File: src/rtl/cache_fill_fsm.sv
// Cache miss fill engine.
// On a miss it streams the 16-byte block containing the missing address out of
// a pipelined main memory (one request per cycle), writes every returned word
// into the cache data array as it arrives, writes the tag together with the
// last word, then holds the pipeline one extra cycle so the cache can
// re-evaluate the hit before the CPU is released.
module cache_fill_fsm #(
    parameter int ADDR_W      = 16,
    parameter int DATA_W      = 16,
    parameter int BLOCK_WORDS = 8
) (
    input  logic              clk,
    input  logic              rst,
    input  logic              miss_detected,
    input  logic [ADDR_W-1:0] miss_address,
    input  logic [DATA_W-1:0] memory_data,
    input  logic              memory_data_valid,
    output logic              fsm_busy,
    output logic              mem_en,
    output logic [ADDR_W-1:0] memory_address,
    output logic              write_data_array,
    output logic              write_tag_array,
    output logic [ADDR_W-1:0] cache_addr,
    output logic [DATA_W-1:0] cache_data
);

    typedef enum logic [1:0] {
        IDLE,
        FILL,
        DONE
    } state_t;

    localparam logic [3:0] NUM_WORDS = 4'(BLOCK_WORDS);
    localparam logic [3:0] LAST_WORD = 4'(BLOCK_WORDS - 1);

    state_t            state;
    state_t            state_next;
    logic [ADDR_W-5:0] base_hi;
    logic [ADDR_W-5:0] base_hi_next;
    logic [3:0]        req_cnt;
    logic [3:0]        req_cnt_next;
    logic [3:0]        rsp_cnt;
    logic [3:0]        rsp_cnt_next;

    // The byte/word offset of the missing address never matters: the whole
    // block is fetched starting from word 0.
    logic              unused_offset;
    assign unused_offset = ^miss_address[3:0];

    // State, block base and the two independent request/response counters.
    always_ff @(posedge clk) begin
        if (rst) begin
            state   <= IDLE;
            base_hi <= '0;
            req_cnt <= '0;
            rsp_cnt <= '0;
        end else begin
            state   <= state_next;
            base_hi <= base_hi_next;
            req_cnt <= req_cnt_next;
            rsp_cnt <= rsp_cnt_next;
        end
    end

    // Next-state logic and strobes. Only the word-offset bits of an address
    // are ever computed from a counter, so the upper block bits can never be
    // disturbed by a carry. Everything is forced quiet while rst is high so a
    // fill aborted by reset cannot leak one more write.
    always_comb begin
        state_next       = state;
        base_hi_next     = base_hi;
        req_cnt_next     = req_cnt;
        rsp_cnt_next     = rsp_cnt;
        fsm_busy         = 1'b0;
        mem_en           = 1'b0;
        memory_address   = '0;
        write_data_array = 1'b0;
        write_tag_array  = 1'b0;
        cache_addr       = '0;
        cache_data       = '0;
        if (!rst) begin
            case (state)
                IDLE: begin
                    if (miss_detected) begin
                        base_hi_next = miss_address[ADDR_W-1:4];
                        req_cnt_next = '0;
                        rsp_cnt_next = '0;
                        state_next   = FILL;
                    end
                end
                FILL: begin
                    fsm_busy = 1'b1;
                    if (req_cnt < NUM_WORDS) begin
                        mem_en         = 1'b1;
                        memory_address = {base_hi, req_cnt[2:0], 1'b0};
                        req_cnt_next   = req_cnt + 4'd1;
                    end
                    if (memory_data_valid) begin
                        write_data_array = 1'b1;
                        cache_addr       = {base_hi, rsp_cnt[2:0], 1'b0};
                        cache_data       = memory_data;
                        rsp_cnt_next     = rsp_cnt + 4'd1;
                        if (rsp_cnt == LAST_WORD) begin
                            write_tag_array = 1'b1;
                            state_next      = DONE;
                        end
                    end
                end
                DONE: begin
                    fsm_busy   = 1'b1;
                    state_next = IDLE;
                end
                default: begin
                    state_next = IDLE;
                end
            endcase
        end
    end

endmodule

File: config.mk
export PLATFORM = sky130hd
export DESIGN_NAME = cache_fill_fsm
export DESIGN_NICKNAME = d
export VERILOG_FILES = /design/src/rtl/cache_fill_fsm.sv
export SDC_FILE = /design/constraint.sdc
export NUM_CORES = 1
export LEC_CHECK = 0
export CAP_MARGIN = 15
export CORE_MARGIN = 2
export CORE_UTILIZATION = 39
export CTS_BUF_LIST = sky130_fd_sc_hd__clkbuf_8 sky130_fd_sc_hd__clkbuf_16
export DETAILED_ROUTE_END_ITERATION = 10
export GPL_TIMING_DRIVEN = 0
export HOLD_SLACK_MARGIN = 0.02
export PLACE_DENSITY = 0.95
export SETUP_SLACK_MARGIN = 0.1
export SLEW_MARGIN = 20
export SYNTH_ARGS = -nofsm -noshare
export SYNTH_HDL_FRONTEND = slang
export SYNTH_SLANG_ARGS = --single-unit
File: constraint.sdc
create_clock -name clk -period 5.1 [get_ports clk]
set_input_delay 1.02 -clock clk [delete_from_list [all_inputs] [get_ports clk]]
set_output_delay 1.02 -clock clk [all_outputs]
set_load 0.03 [all_outputs]
==> results of run 1 <==
-- sequential cells by signal, summed over array words and instances, names as in the netlist --
register	flops
state	2
base_hi	12
req_cnt	4
rsp_cnt	4
-- cell usage after synthesis (2+ instances only) --
| cell type | instances |
|---|---|
| nand3b_1 | 2 |
| a31oi_1 | 2 |
| nand3_1 | 3 |
| buf_4 | 2 |
| buf_2 | 2 |
| clkbuf_1 | 9 |
| o21ai_0 | 4 |
| a21oi_1 | 16 |
| dfxtp_1 | 22 |
| nor2b_1 | 3 |
| nand4_1 | 3 |
| and2_1 | 47 |
| inv_1 | 5 |
| mux2i_1 | 2 |
| nand2_1 | 30 |
| o31ai_1 | 3 |
| or4_1 | 3 |
| ha_1 | 6 |
-- critical path, delay by kind of cell --
kind                   cells  cell delay [ps]
buffers and inverters      3             1480
and+or+nand+nor            2              870
-- per-stage QoR --
| stage | worst slack, ps | total power [µW] | cells | utilization (%) | hold WS, ps |
|---|---|---|---|---|---|
| finish | 706 | 687 | 314 | 69.3 | 466 |
| global placement | 823 | 511 | 310 | 67.2 | 448 |
| global route | 599 | 725 | 314 | 69.3 | 490 |
| CTS | 734 | 686 | 314 | 69.3 | 465 |
| floorplan | 1680 | 411 | 183 | - | 440 |
| detailed placement | 736 | 524 | 310 | 67.2 | 454 |
-- cells by family (layout without fill, tap and decap cells) --
| group | after synthesis | count (layout) |
|---|---|---|
| compound gates | 31 | 31 |
| fa+ha+maj | 6 | 6 |
| buf+inv | 18 | 103 |
| flops | 22 | 22 |
| mux | 3 | 3 |
| other cells | 1 | 2 |
| simple gates | 101 | 101 |
-- layout make-up --
type | count | area share [%]
Buffer | 13 | 2.52
Timing Repair Buffer | 81 | 34.8
Multi-Input combinational cell | 143 | 37.4
Tap cell | 46 | 2.47
Inverter | 5 | 0.806
Clock inverter | 1 | 1.29
Clock buffer | 3 | 1.77
Sequential cell | 22 | 18.9
-- where the power goes --
group | total (µW) | switching (µW) | leakage (µW) | internal, µW
logic | 313 | 183 | 0.000663 | 129
registers | 211 | 17.8 | 0.000180 | 194
clock network | 163 | 58.1 | 0.0000357 | 105
total | 687 | 259 | 0.000879 | 428
-- per-layer routing --
layer | vias to the layer above | GRT usage, % | wire length [µm]
li1 | 780 | - | -
met1 | 732 | 25.2 | 1800
met2 | 60 | 36.2 | 2050
met3 | 4 | 3.04 | 236
met4 | 0 | 4.89 | 38
met5 | - | 0 | 0
-- cells in the final DEF (no fill, tap or decap), types with 4 or more instances in the layout --
cell type,n
clkdlybuf4s50_1,81
nand2_1,30
dfxtp_1,22
inv_1,5
o21ai_0,4
and2_1,47
a21oi_1,16
clkbuf_1,9
ha_1,6
-- how the worst min path moves through the flow --
stage,to,slack (ps),depth (start not counted)
floorplan,base_hi[0]$_SDFFE_PP0P_,440,2
global placement,base_hi[9]$_SDFFE_PP0P_,450,2
detailed placement,base_hi[8]$_SDFFE_PP0P_,450,2
CTS,base_hi[8]$_SDFFE_PP0P_,470,2
global route,base_hi[8]$_SDFFE_PP0P_,490,2
finish,base_hi[8]$_SDFFE_PP0P_,470,2
==> out/metrics.cfg, run 1 <==
[critical_path]
critPathCapture = memory_address[9]
reg2reg_depth = 6
rr_startpoint = state[0]$_SDFFE_PP0P_
cp.required_ps = 4080
r2r-end = rsp_cnt[0]$_SDFFE_PP0P_
r2r_slack_ps = 3260
crit_arrival_ps = 3370
critPathKind = in2out
path_cells = clkdlybuf4s50_1, nor3b_1, buf_2, and2_1, clkdlybuf4s50_1
cp_slowest_cell = nor3b_1
max_stage_delay_ps = 710
start_kind = input pin
end_kind = output pin
path_common_cell = clkdlybuf4s50_1
cp-startpoint = rst
cp_max_fo = 10

[global_routing]
grt_max_degree = 14
grtUsageTotal_pct = 20.2
grt_pass1_wl_mm = 6.64
grt_remaining_overflow = 0
antenna_found_initial = 0
grt_pass1_vias = 1488

[floorplan]
dieHeight_um = 63.6
coreArea_mm2 = 0.00336
fp-row-count = 21
ioPinCount = 88
die_w_um = 63.6
start_util_pct = 41.2
dieArea_mm2 = 0.00405

[sta]
fin_crit_sh_pct = 86.2
setup_tns_ps = 0
slew_viol_final = 0
slew_headroom_pct = 44.6
rsz0062_at_grt = no
worst_clock_skew_ps = 3.44
tightest_slew_ps = 829
hold_viol_final = 0
fin_crit_ps = 4390
setup_violations = 0
fmax_ghz = 0.228

[synthesis]
synthSimpleGateAreaFrac_pct = 41.2
synthesis.area_mm2 = 0.00139
ys_warn_count = 0
syn_avg_cell_area_um2 = 7.62
synth_ff_type = dfxtp_1
synth_fa_ha_area_share_pct = 5.42
synth_seq_area_share_pct = 31.8
muxShareOfSynthArea_pct = 2.26
synthXorXnorAreaFrac_pct = 0
synth_edf_count = 0
synth.area.top_cells = dfxtp_1 32%, and2_1 21%, nand2_1 8.1%, a21oi_1 5.8%, ha_1 5.4%
synthCells = 182
synth_seq_cells = 22
yosys.area.top_type = dfxtp_1
async_flop_share_pct = 0
synth_compound_area_share_pct = 13.4
synth_top_family_by_area = simple AND/OR/NAND/NOR gates
netlist.area_leader.share_pct = 31.8
synth_cell_types = 36

[finish]
syn_to_final_growth_pct = 68.1
fillers = 278
fin_nets = 311
multiInputGateArea_um2 = 872
diodes = 0
regArea_um2 = 440
drive_gt1_share_pct = 4.10
stdcell_area_mm2 = 0.00233

[place]
routabilityCongestion = 0.864
io_buffers = 81
place_area_mm2 = 0.00226
hpwl_mm = 3.23

[power_and_ir_drop]
leakagePower_uw = 0.000879
power.density_mw_per_mm2 = 295
irDropWorstVdd_uv = 190

[clock_tree]
clk_latency_ps = 260
cts_setup_buffers = 0
clk_path_buf_depth = 2
numCtsBuffers = 3
htree_levels = 1
post_cts_resized = 0
cts_tree = yes
clockRootBuffer = clkbuf_8
clk_pin_slew_ps = 80
cts_hold_buf = 0
clock_sinks = 22

[detailed_routing]
vias = 1576
vias_per_cell = 5.02
initialDrtViolationCount = 65
drc = 0
ant_nets = 0
wl_per_cell_um = 13.1
routed_wl_mm = 4.13
first_pass_iters = 4

[min_path]
hp-class = reg2reg
min-delay-start = base_hi[8]$_SDFFE_PP0P_

[status]
status = complete, no violations

[run]
drv_cap = 0

No activity file was read; power rests on OpenSTA's default activity.
==> run 2: changes to the inputs <==
REMOVE_ABC_BUFFERS = 1   (was default)
TNS_END_PERCENT = 20   (was default)
==> out/metrics.cfg, run 2 (same netlist as run 1, synthesis figures left out) <==
[finish]
drive_gt1_share_pct = 3.53
fin_nets = 298
max_flop_register = base_hi
diodes = 0
largest_reg_flops = 12
reg_top3 = base_hi: 12 flops, req_cnt: 4 flops, rsp_cnt: 4 flops
final_cell_mix = 81 x clkdlybuf4s50_1, 47 x and2_1, 30 x nand2_1
layout_commonest_cell = clkdlybuf4s50_1
syn_to_final_growth_pct = 64.3

[global_routing]
gr-max-usage-layer = met2
grt_max_degree = 34
use_met1_pct = 24.9
grt_pass1_vias = 1368
grt_use_met2_pct = 35.3
grtUsageMet3_pct = 3.04
grt_remaining_overflow = 0
grtUsageTotal_pct = 20.0
grt_pass1_wl_mm = 6.51
antenna_found_initial = 0

[floorplan]
fp-row-count = 21
dieArea_mm2 = 0.00405
start_util_pct = 41.2
dieHeight_um = 63.6
coreArea_mm2 = 0.00336
die_w_um = 63.6
ioPinCount = 88

[run]
drv_cap = 0

[place]
routabilityCongestion = 0.805
hpwl_mm = 3.06
post-place-ws_ps = -28.1
io_buffers = 81

[sta]
fin_crit_ps = 4840
hold_viol_final = 0
setup_violations = 0
slew_viol_final = 0
fin_crit_sh_pct = 94.9
slew_headroom_pct = 44.2
finalWorstSetupSlack_ps = 258
fmax_ghz = 0.207
worst_clock_skew_ps = 4.76
rsz0062_at_grt = no
tightest_slew_ps = 834

[clock_tree]
cts_setup_buffers = 0
clk_latency_ps = 270
clk_path_buf_depth = 2
clock_sinks = 22
clockRootBuffer = clkbuf_8
cts_tree = yes
clk_pin_slew_ps = 80
htree_levels = 1
numCtsBuffers = 3

[power_and_ir_drop]
irDropWorstVdd_uv = 226
p_switching_uw = 247
pwr-share-comb_pct = 43.8
power_uw = 667
switching_share_pct = 37.1
leakagePower_uw = 0.000850
p_int_uw = 420
power.density_mw_per_mm2 = 293
clockPowerShare_pct = 24.6
sequentialPowerShare_pct = 31.6

[critical_path]
crit_arrival_ps = 3820
end_kind = output pin
critPathKind = in2out
cp_max_fo = 33
cp.required_ps = 4080
start_kind = input pin

[status]
status = complete, no violations

[detailed_routing]
ant_nets = 0
initialDrtViolationCount = 79
vias = 1507
vias_per_cell = 5.01
routed_wl_mm = 3.98
wl_per_cell_um = 13.2
first_pass_iters = 4
drc = 0

[min_path]
hp-class = reg2reg

run 2: layer usage:
layer	share of wire, %	routed length [µm]
met1	42	1690
met2	48	1930
met3	7.3	291
met4	1.7	68
met5	0	0
run 2: worst max-delay path, cell delays in order:
cell and delay, ps:
clkdlybuf4s50_1 830, inv_1 400, and3_2 520, nor4b_1 310, clkdlybuf4s50_1 740
run 2: what timing repair did:
item | in CTS | in global routing
gates resized for setup | 1 | 0
hold buffers | 0 | 0
endpoints found under the setup margin | 1 | 0
run 2: worst paths after layout:
kind,from,endpoint,slack (ps),cells past startpoint
min,base_hi[9]$_SDFFE_PP0P_,base_hi[9]$_SDFFE_PP0P_,460,2
max reg2reg,state[0]$_SDFFE_PP0P_,req_cnt[3]$_SDFFE_PP0P_,3280,5
max,rst,write_tag_array,260,5
min reg2reg,base_hi[9]$_SDFFE_PP0P_,base_hi[9]$_SDFFE_PP0P_,460,2
run 2: power groups by stage:
stage	Clock (µW)	Combinational, µW	Sequential, µW
4_1_cts	166	293	211
3_5_place_dp	0	291	215
6_report	164	292	211
5_1_grt	177	319	214
3_3_place_gp	0	283	213
2_1_floorplan	0	189	209
run 2: cell type report:
class | count | area (µm²)
clock buffer | 3 | 41.3
clock inverter | 1 | 30.0
fill | 260 | 1090
inverter | 5 | 18.8
multi-input combinational | 143 | 878
sequential | 22 | 440
tap | 46 | 57.6
timing repair buffer | 81 | 811
run 2: metrics by stage:
stage | hold WS, ps | std cells | TNS (ps) | area (µm²) | utilization, %
6_report | 464 | 301 | 0 | 2280 | 67.7
3_3_place_gp | 447 | 297 | 0 | 2200 | 65.4
2_1_floorplan | 434 | 170 | 0 | 1330 | -
4_1_cts | 465 | 301 | 0 | 2280 | 67.7
5_1_grt | 495 | 301 | 0 | 2280 | 67.7
3_5_place_dp | 454 | 297 | -28.1 | 2200 | 65.6
